==> config.mk <==
export PLATFORM = sky130hd
export DESIGN_NAME = alu_rr_arbiter
export DESIGN_NICKNAME = d
export VERILOG_FILES = /design/src/rtl/alu_rr_arbiter.sv
export SDC_FILE = /design/constraint.sdc
export NUM_CORES = 1
export LEC_CHECK = 0
export CAP_MARGIN = 10
export CELL_PAD_IN_SITES_DETAIL_PLACEMENT = 1
export CELL_PAD_IN_SITES_GLOBAL_PLACEMENT = 2
export CORE_MARGIN = 5
export CORE_UTILIZATION = 28
export CTS_CLUSTER_SIZE = 14
export DETAILED_ROUTE_END_ITERATION = 10
export GPL_TIMING_DRIVEN = 0
export PLACE_DENSITY_LB_ADDON = 0.1
export SETUP_SLACK_MARGIN = 0.02
export SLEW_MARGIN = 20
export SYNTH_ARGS = -nofsm -noshare
export SYNTH_HDL_FRONTEND = slang
export SYNTH_SLANG_ARGS = --single-unit
==> constraint.sdc <==
create_clock -name clk -period 2.3 [get_ports clk]
set_input_delay 0.46 -clock clk [delete_from_list [all_inputs] [get_ports clk]]
set_output_delay 0.46 -clock clk [all_outputs]
set_load 0.03 [all_outputs]
==> src/rtl/alu_rr_arbiter.sv <==
// alu_rr_arbiter: round-robin sharing of one N-bit 4-op ALU between two requesters
module alu_rr_arbiter #(
    parameter int N = 4
) (
    input  logic         clk,
    input  logic         rst_n,
    input  logic         req0_valid,
    output logic         req0_ready,
    input  logic [N-1:0] req0_a,
    input  logic [N-1:0] req0_b,
    input  logic [1:0]   req0_op,
    input  logic         req1_valid,
    output logic         req1_ready,
    input  logic [N-1:0] req1_a,
    input  logic [N-1:0] req1_b,
    input  logic [1:0]   req1_op,
    output logic         rsp_valid,
    input  logic         rsp_ready,
    output logic         rsp_id,
    output logic [N-1:0] rsp_result,
    output logic         busy
);
    typedef enum logic [1:0] {IDLE, EXEC, RESP} state_t;
    state_t       r_state;
    logic         r_ptr;
    logic         r_id;
    logic [N-1:0] r_a;
    logic [N-1:0] r_b;
    logic [1:0]   r_op;
    logic         r_rsp_valid;
    logic         r_rsp_id;
    logic [N-1:0] r_rsp_result;
    logic         w_idle;
    logic         w_g0;
    logic         w_g1;
    logic [N-1:0] w_alu;
    // rst_n gates the grants so ready stays low while reset is held
    assign w_idle = rst_n && (r_state == IDLE);
    assign w_g0 = w_idle && req0_valid && (!req1_valid || !r_ptr);
    assign w_g1 = w_idle && req1_valid && (!req0_valid || r_ptr);
    assign req0_ready = w_g0;
    assign req1_ready = w_g1;
    assign rsp_valid = r_rsp_valid;
    assign rsp_id = r_rsp_id;
    assign rsp_result = r_rsp_result;
    assign busy = (r_state != IDLE);
    always_comb begin
        w_alu = (r_op == 2'b00) ? r_a + r_b :
                (r_op == 2'b01) ? r_a | r_b :
                (r_op == 2'b10) ? r_a - r_b : r_a ^ r_b;
    end
    always_ff @(posedge clk or negedge rst_n) begin
        if (!rst_n) begin
            r_state <= IDLE;
            r_ptr <= 1'b0;
            r_id <= 1'b0;
            r_a <= '0;
            r_b <= '0;
            r_op <= 2'b00;
            r_rsp_valid <= 1'b0;
            r_rsp_id <= 1'b0;
            r_rsp_result <= '0;
        end else begin
            case (r_state)
                IDLE: if (w_g0 || w_g1) begin
                    r_a <= w_g1 ? req1_a : req0_a;
                    r_b <= w_g1 ? req1_b : req0_b;
                    r_op <= w_g1 ? req1_op : req0_op;
                    r_id <= w_g1;
                    r_state <= EXEC;
                end
                EXEC: begin
                    r_rsp_result <= w_alu;
                    r_rsp_id <= r_id;
                    r_rsp_valid <= 1'b1;
                    r_state <= RESP;
                end
                RESP: if (rsp_ready) begin
                    r_rsp_valid <= 1'b0;
                    r_ptr <= ~r_rsp_id;
                    r_state <= IDLE;
                end
                default: r_state <= IDLE;
            endcase
        end
    end
endmodule

==> impl_metrics.csv <==
group,metric,value,unit
status,status,"complete, no violations",
setup_path,r2r-start,"r_b[1]",
worst_hold_path,hold_path.class,"in -> async",
timing,rsz0062_at_grt,"false",
timing,drv_slew,0,
floorplan,dieArea,5901,sq um
cells_and_area,drive_gt1_share,12.99,%
detailed_routing,vias,1070,
timing,clock_skew,4.294,ps
clock_tree,cts.sinks,20,
setup_path,endpoint_kind,"output port",
timing,min_period,2146,ps
setup_path,r2r_cells,6,
detailed_routing,ant_nets,0,
timing,fin_setup_tns,0,ps
global_route,grt_max_degree,23,
detailed_routing,wl_per_cell,14.20,microns
timing,slew_headroom,54.79,%
global_route,grt_overflow,0,
yosys,seq_area_frac_synth,40.04,%
yosys,synth.net_count,171,
global_route,grt_pass1_vias,1216,
floorplan,io_pins,34,
global_route,top_usage_layer,"met2",
yosys,synth_area,1250,sq um
placement,hpwl,2583,microns
yosys,ys.warnings.count,0,
setup_path,regToRegEndpoint,"rsp_result[3]",
floorplan,rows,24,
yosys,synth_area_per_cell,9.328,sq um
global_route,grt_first_pass_wirelength,5754,microns
detailed_routing,routed_wl,3251,microns
setup_path,path_cells,"clkdlybuf4s50_1, nand2_1, nand4_1, buf_6, inv_1, clkdlybuf4s15_2",
timing,setup_ws,154.2,ps
detailed_routing,drc,0,
timing,finalSetupViolCount,0,
clock_tree,cts_tree,"done",
power,leakagePower,0.8807,nW
clock_tree,cts.clk_slew.worst_paths,80,ps
global_route,grtUsageTotal,11.83,%
yosys,synthFlopType,"dfrtp_1",
setup_path,crit_required,1840,ps
cells_and_area,syn2layout_area_growth,41.94,%
global_route,grtUsageMet2,20.46,%
placement,gp_congestion,0.7520,
floorplan,die_h,76.82,microns
cells_and_area,final_nets,215,
cells_and_area,diodes,0,
global_route,grt_antenna_before_repair,0,
yosys,ys_async_sr_fraction,100.0,%
cells_and_area,stdcell_count,229,
clock_tree,cts_buffer_depth,2,
detailed_routing,vias_per_cell,4.672,
timing,period_share,93.30,%
setup_path,cpMaxStageDelayCell,"clkdlybuf4s50_1",
yosys,synth-seq-cells,20,
clock_tree,cts_buffers,3,
setup_path,cp_max_fo,3,
setup_path,crit_type,"in -> out",
floorplan,die_w,76.82,microns
floorplan,start_util,28.71,%
power,peakVddDrop,0.3178,mV
detailed_routing,drt_iter0_markers,16,
setup_path,startpoint_type,"primary input",
timing,hold_viol,0,
yosys,ys_types,32,
clock_tree,clock_latency,260,ps
clock_tree,root_buffer,"clkbuf_8",
timing,max_freq,0.4660,GHz
yosys,syn_inst,134,
setup_path,crit_arrival,1690,ps
placement,port_buffers,33,
detailed_routing,drt_pass1_iterations,4,
power,power_per_cell_area,1297,nW/um^2
clock_tree,holdBufCountCts,0,
power,finalPower,2.302,mW
clock_tree,cts-htree-levels,1,
setup_path,critPathMaxStageDelay,460,ps
global_route,grtUsageMet3,2.693,%
global_route,met1_usage,14.59,%
flow_run,max_cap_viol_count,0,
placement,dp.cells,219,
setup_path,r2r_slack,260,ps
floorplan,coreArea,4354,sq um
timing,worst_pin_slew,661.1,ps
placement,pre_cts_ws,-1420,ps
yosys,synth-edff-count,0,
-- metrics by stage --
step | hold slack (ps) | instance area (sq um) | utilization, %
CTS | 88.23 | 1735 | 39.86
detailed placement | 472.1 | 1645 | 37.79
global placement | 459.2 | 1645 | 37.79
finish | 80.87 | 1774 | 40.75
global route | 96.67 | 1774 | 40.75
floorplan | 164.4 | 1250 | -
-- how the worst max path moves through the flow --
stage / slack [ps] / depth (start not counted) / start / end
finish: 150 / 6 / req1_valid / req0_ready
floorplan: 540 / 4 / req0_valid / req1_ready
global route: 40 / 6 / req1_valid / req0_ready
CTS: 30 / 5 / r_state[1] / req0_ready
global placement: -1400 / 5 / rst_n / req1_ready
detailed placement: -1420 / 5 / rst_n / req1_ready
-- worst max-delay path: cells and delay by family --
kind          cells  cell delay, ps
buf+inv           4             980
simple gates      2             250
-- power breakdown --
part	switching (mW)	internal, mW
Clock	0.127	0.153
Combinational	0.713	0.623
Sequential	0.161	0.526
-- synthesized netlist by cell type (2+ instances only) --
cell	number	share of area [%]
dfrtp_1	20	40
inv_1	17	5.1
nor2_1	14	4.2
a21oi_1	13	5.2
mux2i_1	12	9.6
ha_1	10	10
nand2_1	10	3.0
o21ai_0	7	2.8
clkbuf_1	3	0.90
nor3_1	3	1.2
fa_1	2	3.2
nand2b_1	2	1.0
nand3_1	2	0.80
-- what timing repair did --
item                       CTS  global route
setup buffers                1             5
resized for setup           17             5
setup endpoints to repair   14             2
pin swaps                    2             1
-- state kept, by name, indices dropped and copies added (netlist names) --
register    count
r_state         2
r_id            1
rsp_result      4
r_b             4
r_op            2
r_ptr           1
r_a             4
rsp_valid       1
rsp_id          1
-- cells in the final DEF (no fill, tap or decap), types with 2 or more instances in the layout --
cell type	n
a21oi_1	13
nor2_1	13
mux2i_1	12
clkdlybuf4s50_1	30
buf_2	2
clkbuf_8	4
dfrtp_1	20
inv_1	17
o21ai_0	7
nand3_1	2
clkbuf_1	2
buf_4	7
nand2b_1	2
fa_1	2
nand2_1	10
ha_1	10
nor3_1	3
-- routing by layer --
| layer | up-vias | part of all wire (%) |
|---|---|---|
| met5 | - | 0 |
| met4 | 0 | 0.68 |
| met3 | 2 | 5.1 |
| met2 | 23 | 51 |
| met1 | 509 | 43 |
| li1 | 536 | - |
-- logic make-up (layout without fill, tap and decap cells) --
| group | count (synthesis) | in the layout | share of synthesized area (%) |
|---|---|---|---|
| fa+ha+maj | 12 | 12 | 13.21 |
| mux | 14 | 14 | 12.31 |
| simple gates | 38 | 38 | 14.22 |
| xor+xnor | 1 | 1 | 0.7008 |
| compound gates | 26 | 26 | 12.21 |
| buf+inv | 23 | 66 | 7.307 |
| flops | 20 | 20 | 40.04 |
-- final cells by class --
cell class,instances,area (sq um)
Clock buffer,4,55.05
Multi-Input combinational cell,91,678.2
Fill cell,503,2580
Tap cell,52,65.06
Buffer,5,38.79
Timing Repair Buffer,39,369.1
Inverter,18,67.56
Sequential cell,20,500.5
Note: power is estimated with default switching activity, not from simulation.
